### config.mk
export PLATFORM = sky130hd
export DESIGN_NAME = load_store_unit
export DESIGN_NICKNAME = d
export VERILOG_FILES = /design/src/rtl/mips_mem_pkg.sv /design/src/rtl/lsu_byte_lane.sv /design/src/rtl/load_store_unit.sv
export SDC_FILE = /design/constraint.sdc
export NUM_CORES = 1
export LEC_CHECK = 0
export BUFFER_PORTS_ARGS = -buffer_cell sky130_fd_sc_hd__buf_2
export CAP_MARGIN = 20
export CORE_MARGIN = 2
export CORE_UTILIZATION = 33
export CTS_CLUSTER_SIZE = 24
export DETAILED_ROUTE_END_ITERATION = 16
export GPL_TIMING_DRIVEN = 0
export SLEW_MARGIN = 20
export SYNTH_ARGS = -nofsm -noshare
export SYNTH_HDL_FRONTEND = slang
export SYNTH_SLANG_ARGS = --single-unit
### constraint.sdc
create_clock -name clk -period 4.14 [get_ports clk]
set_input_delay 1.035 -clock clk [delete_from_list [all_inputs] [get_ports clk]]
set_output_delay 1.035 -clock clk [all_outputs]
set_load 0.005 [all_outputs]
### src/rtl/mips_mem_pkg.sv
// Shared encodings for the load/store unit: access sizes, FSM states, data memory geometry
// and the request legality check.
package mips_mem_pkg;

    localparam logic [1:0] SZ_BYTE    = 2'b00;
    localparam logic [1:0] SZ_HALF    = 2'b01;
    localparam logic [1:0] SZ_WORD    = 2'b10;
    localparam logic [1:0] SZ_ILLEGAL = 2'b11;

    localparam int MEM_DEPTH = 32;
    localparam int MEM_IDX_W = 5;

    typedef enum logic [1:0] {
        IDLE = 2'b00,
        RD   = 2'b01,
        WR   = 2'b10,
        RESP = 2'b11
    } lsu_state_e;

    // Anything beyond the 32-word window, a misaligned access or the reserved size is an error.
    function automatic logic lsu_req_error(input logic [1:0] size, input logic [31:0] addr);
        logic bad;
        bad = (addr[31:MEM_IDX_W+2] != '0);
        case (size)
            SZ_BYTE: bad = bad;
            SZ_HALF: bad = bad | addr[0];
            SZ_WORD: bad = bad | (addr[1:0] != 2'b00);
            default: bad = 1'b1;
        endcase
        return bad;
    endfunction

endpackage

### src/rtl/lsu_byte_lane.sv
// Little-endian lane handling: extracts and extends a load lane, and merges a store lane
// into a previously read word.
module lsu_byte_lane
    import mips_mem_pkg::*;
#(
    parameter int REGSIZE = 32
) (
    input  logic [REGSIZE-1:0] word_i,
    input  logic [REGSIZE-1:0] wdata_i,
    input  logic [1:0]         size_i,
    input  logic               signed_i,
    input  logic [1:0]         lane_i,
    output logic [REGSIZE-1:0] load_o,
    output logic [REGSIZE-1:0] store_o
);

    logic [7:0]  byte_sel;
    logic [15:0] half_sel;

    // Word accesses pass straight through; sub-word accesses touch only the addressed lane.
    always_comb begin
        byte_sel = word_i[{lane_i, 3'b000} +: 8];
        half_sel = word_i[{lane_i[1], 4'b0000} +: 16];
        load_o   = word_i;
        store_o  = wdata_i;
        case (size_i)
            SZ_BYTE: begin
                load_o  = {{(REGSIZE-8){signed_i & byte_sel[7]}}, byte_sel};
                store_o = word_i;
                store_o[{lane_i, 3'b000} +: 8] = wdata_i[7:0];
            end
            SZ_HALF: begin
                load_o  = {{(REGSIZE-16){signed_i & half_sel[15]}}, half_sel};
                store_o = word_i;
                store_o[{lane_i[1], 4'b0000} +: 16] = wdata_i[15:0];
            end
            default: begin
                load_o  = word_i;
                store_o = wdata_i;
            end
        endcase
    end

endmodule

### src/rtl/load_store_unit.sv
// Load/store unit between the pipeline and a 32-word data memory; sub-word stores are
// done as read-modify-write. All outputs are registered from the next-state decode.
module load_store_unit
    import mips_mem_pkg::*;
#(
    parameter int REGSIZE = 32
) (
    input  logic                 clk,
    input  logic                 rst_n,
    input  logic                 req_valid,
    output logic                 req_ready,
    input  logic                 req_write,
    input  logic [1:0]           req_size,
    input  logic                 req_signed,
    input  logic [31:0]          req_addr,
    input  logic [REGSIZE-1:0]   req_wdata,
    output logic                 resp_valid,
    output logic [REGSIZE-1:0]   resp_rdata,
    output logic                 resp_error,
    output logic                 mem_read,
    output logic                 mem_write,
    output logic [MEM_IDX_W-1:0] mem_addr,
    output logic [REGSIZE-1:0]   mem_wdata,
    input  logic [REGSIZE-1:0]   mem_rdata
);

    lsu_state_e           state_q, state_d;
    logic                 write_q, write_d;
    logic [1:0]           size_q, size_d;
    logic                 sgn_q, sgn_d;
    logic [31:0]          addr_q, addr_d;
    logic [REGSIZE-1:0]   wdata_q, wdata_d;
    logic [REGSIZE-1:0]   data_q, data_d;

    logic                 req_ready_q, req_ready_d;
    logic                 resp_valid_q, resp_valid_d;
    logic [REGSIZE-1:0]   resp_rdata_q, resp_rdata_d;
    logic                 resp_error_q, resp_error_d;
    logic                 mem_read_q, mem_read_d;
    logic                 mem_write_q, mem_write_d;
    logic [MEM_IDX_W-1:0] mem_addr_q, mem_addr_d;
    logic [REGSIZE-1:0]   mem_wdata_q, mem_wdata_d;

    logic                 req_err;
    logic [REGSIZE-1:0]   lane_load;
    logic [REGSIZE-1:0]   lane_store;

    // The lane logic sees next-cycle request fields and word so outputs can be registered.
    lsu_byte_lane #(
        .REGSIZE (REGSIZE)
    ) u_lane (
        .word_i   (data_d),
        .wdata_i  (wdata_d),
        .size_i   (size_d),
        .signed_i (sgn_d),
        .lane_i   (addr_d[1:0]),
        .load_o   (lane_load),
        .store_o  (lane_store)
    );

    assign req_err = lsu_req_error(size_d, addr_d);

    always_comb begin
        state_d      = state_q;
        write_d      = write_q;
        size_d       = size_q;
        sgn_d        = sgn_q;
        addr_d       = addr_q;
        wdata_d      = wdata_q;
        data_d       = data_q;

        case (state_q)
            IDLE: begin
                if (req_valid) begin
                    write_d = req_write;
                    size_d  = req_size;
                    sgn_d   = req_signed;
                    addr_d  = req_addr;
                    wdata_d = req_wdata;
                    if (lsu_req_error(req_size, req_addr)) begin
                        state_d = RESP;
                    end else if (req_write && req_size == SZ_WORD) begin
                        state_d = WR;
                    end else begin
                        state_d = RD;
                    end
                end
            end
            RD: begin
                data_d  = mem_rdata;
                state_d = write_q ? WR : RESP;
            end
            WR:      state_d = RESP;
            RESP:    state_d = IDLE;
            default: state_d = IDLE;
        endcase
    end

    // Output decode for the state being entered; every output is low unless its state selects it.
    always_comb begin
        req_ready_d  = 1'b0;
        resp_valid_d = 1'b0;
        resp_rdata_d = '0;
        resp_error_d = 1'b0;
        mem_read_d   = 1'b0;
        mem_write_d  = 1'b0;
        mem_addr_d   = '0;
        mem_wdata_d  = '0;

        case (state_d)
            IDLE: req_ready_d = 1'b1;
            RD: begin
                mem_read_d = 1'b1;
                mem_addr_d = addr_d[MEM_IDX_W+1:2];
            end
            WR: begin
                mem_write_d = 1'b1;
                mem_addr_d  = addr_d[MEM_IDX_W+1:2];
                mem_wdata_d = lane_store;
            end
            RESP: begin
                resp_valid_d = 1'b1;
                resp_error_d = req_err;
                resp_rdata_d = (req_err || write_d) ? '0 : lane_load;
            end
            default: req_ready_d = 1'b0;
        endcase
    end

    always_ff @(posedge clk) begin
        if (!rst_n) begin
            state_q      <= IDLE;
            write_q      <= 1'b0;
            size_q       <= '0;
            sgn_q        <= 1'b0;
            addr_q       <= '0;
            wdata_q      <= '0;
            data_q       <= '0;
            req_ready_q  <= 1'b1;
            resp_valid_q <= 1'b0;
            resp_rdata_q <= '0;
            resp_error_q <= 1'b0;
            mem_read_q   <= 1'b0;
            mem_write_q  <= 1'b0;
            mem_addr_q   <= '0;
            mem_wdata_q  <= '0;
        end else begin
            state_q      <= state_d;
            write_q      <= write_d;
            size_q       <= size_d;
            sgn_q        <= sgn_d;
            addr_q       <= addr_d;
            wdata_q      <= wdata_d;
            data_q       <= data_d;
            req_ready_q  <= req_ready_d;
            resp_valid_q <= resp_valid_d;
            resp_rdata_q <= resp_rdata_d;
            resp_error_q <= resp_error_d;
            mem_read_q   <= mem_read_d;
            mem_write_q  <= mem_write_d;
            mem_addr_q   <= mem_addr_d;
            mem_wdata_q  <= mem_wdata_d;
        end
    end

    assign req_ready  = req_ready_q;
    assign resp_valid = resp_valid_q;
    assign resp_rdata = resp_rdata_q;
    assign resp_error = resp_error_q;
    assign mem_read   = mem_read_q;
    assign mem_write  = mem_write_q;
    assign mem_addr   = mem_addr_q;
    assign mem_wdata  = mem_wdata_q;

endmodule

==> flow_summary.ini <==
[run_status]
status = complete, no violations

[logic_synthesis]
syn_nets = 977
synthAdderAreaFrac = 0.0321
synthArstFlopShare = 0
synth_mux_area_frac = 0.0937
synthXorXnorAreaFrac = 0
synth_compound_area_frac = 0.171
netlist_instances = 854
syn_area_mm2 = 0.00778
synth_edf_count = 0
synth_top_family_by_area = simple AND/OR/NAND/NOR gates
yosys.area_share.simple = 0.201
post_synth.cell_area_avg_um2 = 9.12
yosysWarnings = 0
synth_cell_types = 57
synth_flop_cell = dfxtp_1
ys_seq_area_frac = 0.453
ys_ff_latch = 176

[clock_tree]
ctsResizeCount = 0
ctsHtreeMaxLevel = 4
cts_made_buffers = 17
root_buffer = clkbuf_16
insertion_delay_ns = 0.44
clkSinkCount = 176
clock_path_buffers = 2
cts_tree = yes
cts_post_setup_buffers_inserted = 0
hold_buffers = 0
clk_pin_slew_worst_paths_ns = 0.08

[cells_and_area]
syn_to_final_growth_pct = 24.1
antenna_cells = 0
final_common_cell = buf_2
fillers = 2392
nets = 1172
drive_gt1_frac = 0.271
layout_common_cells = buf_2 (190), dfxtp_1 (176), nand2_1 (123)

[sta]
finalHoldViolCount = 0
fin_tns_setup_ns = 0
fin_ws_ns = 0.253
finalSetupViolations = 0
fin_skew_ns = 0.0150
rsz0062_at_grt = no
slew_headroom = 0.564
slew_violations = 0
final.min_clock_period_ns = 3.89
finalCritPeriodShare = 0.939
fmax_mhz = 257
holdWs_ns = 0.464
worstMarginPinSlew_ns = 0.650

[drt]
via_per_inst = 4.96
ant_nets = 0
wl_per_cell_um = 18.0
drc = 0
drtIter0Drc = 576
vias = 6852
wl_um = 24800
drt_first_pass_iters = 6

[floorplanning]
die_h_um = 158
die_area_mm2 = 0.0248
chipWidth_um = 158
start_util = 0.334
fp-row-count = 56
boundaryPins = 177
core_mm2 = 0.0233

[critical_path]
crit_chain = buf_2 -> buf_4 -> and2_1 -> buf_2 -> buf_4 -> mux2i_1 -> ha_1 -> clkbuf_1 -> o21ai_4 -> o21ai_1 -> a222oi_1 -> nor2_1
cp.depth = 12
ff2ff_path_depth = 13
r2r-end = mem_wdata[15]
worstSetupPathType = input port to flip-flop
cp-end-kind = flip-flop
critical_path.max_stage_delay_ns = 0.51
required_ns = 4.50
setup.worst_path.start = req_valid
slowest_stage = clkbuf_1
cp_num_buf_inv = 5
start_kind = input port
timing.rr.start = state_q[0]
r2r_setup_slack_ns = 0.31
crit_path_end = mem_wdata[15]
cp_max_fo = 10
worstPathArrival_ns = 4.25
cp_top_family = buffers and inverters

[place]
place_ws_ns = -0.108
io_buffer_count = 176
dpl.hpwl_um = 19200
gp_congestion = 0.916

[global_routing]
grt_pass1_wl_um = 37300
grt_pass1_vias = 6453
gr-total-overflow = 0
antenna_found_initial = 0
grt_util_all_layers = 0.200
grt_max_degree = 19

[power]
total_power_w = 0.00658
static-leakage-power_nw = 4.11
pwr_density_cell_mw_per_mm2 = 681
ir_drop_uv = 299

[worst_hold_path]
hold_depth = 2
hp-class = flip-flop to flip-flop

[flow_run]
cap_violations = 0
==> worst min-delay path, cell delays in order, from the launching register on <==
cell      delay [ns]
dfxtp_1         0.31
nand2_1         0.04
a21boi_0        0.06
==> cell families after synthesis <==
group | after synthesis
fa+ha+maj | 20
flops | 176
mux | 70
buf+inv | 85
simple gates | 317
compound gates | 186
==> state kept, by name, indices dropped and copies added (netlist names), 2 cells and up <==
| signal | cells |
|---|---|
| addr_q | 32 |
| data_q | 32 |
| mem_addr | 5 |
| mem_wdata | 32 |
| resp_rdata | 32 |
| size_q | 2 |
| state_q | 2 |
| wdata_q | 32 |
==> stage by stage <==
step	instances	area [um2]	utilization
2_1_floorplan	854	7780	-
3_3_place_gp	1349	9060	0.389
3_5_place_dp	1349	9060	0.389
4_1_cts	1381	9660	0.414
5_1_grt	1381	9660	0.414
6_report	1381	9660	0.414
==> where the power goes <==
part | switching (W) | internal (W) | leakage [nW]
combinational | 0.00185 | 0.00101 | 2.39
sequential | 0.0000926 | 0.00199 | 1.43
clock | 0.000781 | 0.000862 | 0.284
==> cell usage after synthesis, types with 10 or more instances <==
| cell type | number | area [um2] |
|---|---|---|
| a21oi_2 | 10 | 87.6 |
| o22ai_1 | 11 | 68.8 |
| nor2b_1 | 46 | 288 |
| inv_1 | 27 | 101 |
| nor3_1 | 24 | 120 |
| mux2i_1 | 47 | 470 |
| nand2_1 | 123 | 462 |
| nor2_1 | 47 | 176 |
| buf_2 | 14 | 70.1 |
| a21oi_1 | 46 | 230 |
| mux2_2 | 23 | 259 |
| and2_1 | 36 | 225 |
| ha_1 | 20 | 250 |
| dfxtp_1 | 176 | 3520 |
| a21boi_0 | 31 | 233 |
| clkbuf_1 | 23 | 86.3 |
| a22oi_1 | 13 | 97.6 |
| nor4_1 | 11 | 68.8 |
==> routing by layer <==
metal | share of wire | GRT usage | up-vias
li1 | - | - | 3364
met1 | 0.45 | 0.276 | 3189
met2 | 0.46 | 0.319 | 264
met3 | 0.067 | 0.0372 | 35
met4 | 0.020 | 0.0610 | 0
met5 | 0 | 0 | -
==> area by class of cell <==
class / count / area (um2) / area share
repair buffers: 176 / 881 / 0.0912
well taps: 319 / 399 / 0.0413
clock inverters: 14 / 164 / 0.0170
multi-input cells: 593 / 3870 / 0.401
flip-flops and latches: 176 / 3520 / 0.365
clock buffers: 18 / 429 / 0.0444
plain buffers: 51 / 262 / 0.0271
inverters: 34 / 128 / 0.0132
==> how the worst min path moves through the flow <==
stage / slack, ns / startpoint / endpoint
2_1_floorplan: 0.44 / addr_q[22] / addr_q[22]
3_3_place_gp: 0.45 / addr_q[16] / addr_q[16]
3_5_place_dp: 0.46 / addr_q[18] / addr_q[18]
4_1_cts: 0.47 / addr_q[26] / addr_q[26]
5_1_grt: 0.49 / addr_q[7] / addr_q[7]
6_report: 0.46 / addr_q[18] / addr_q[18]
Note: power is estimated with default switching activity, not from simulation.
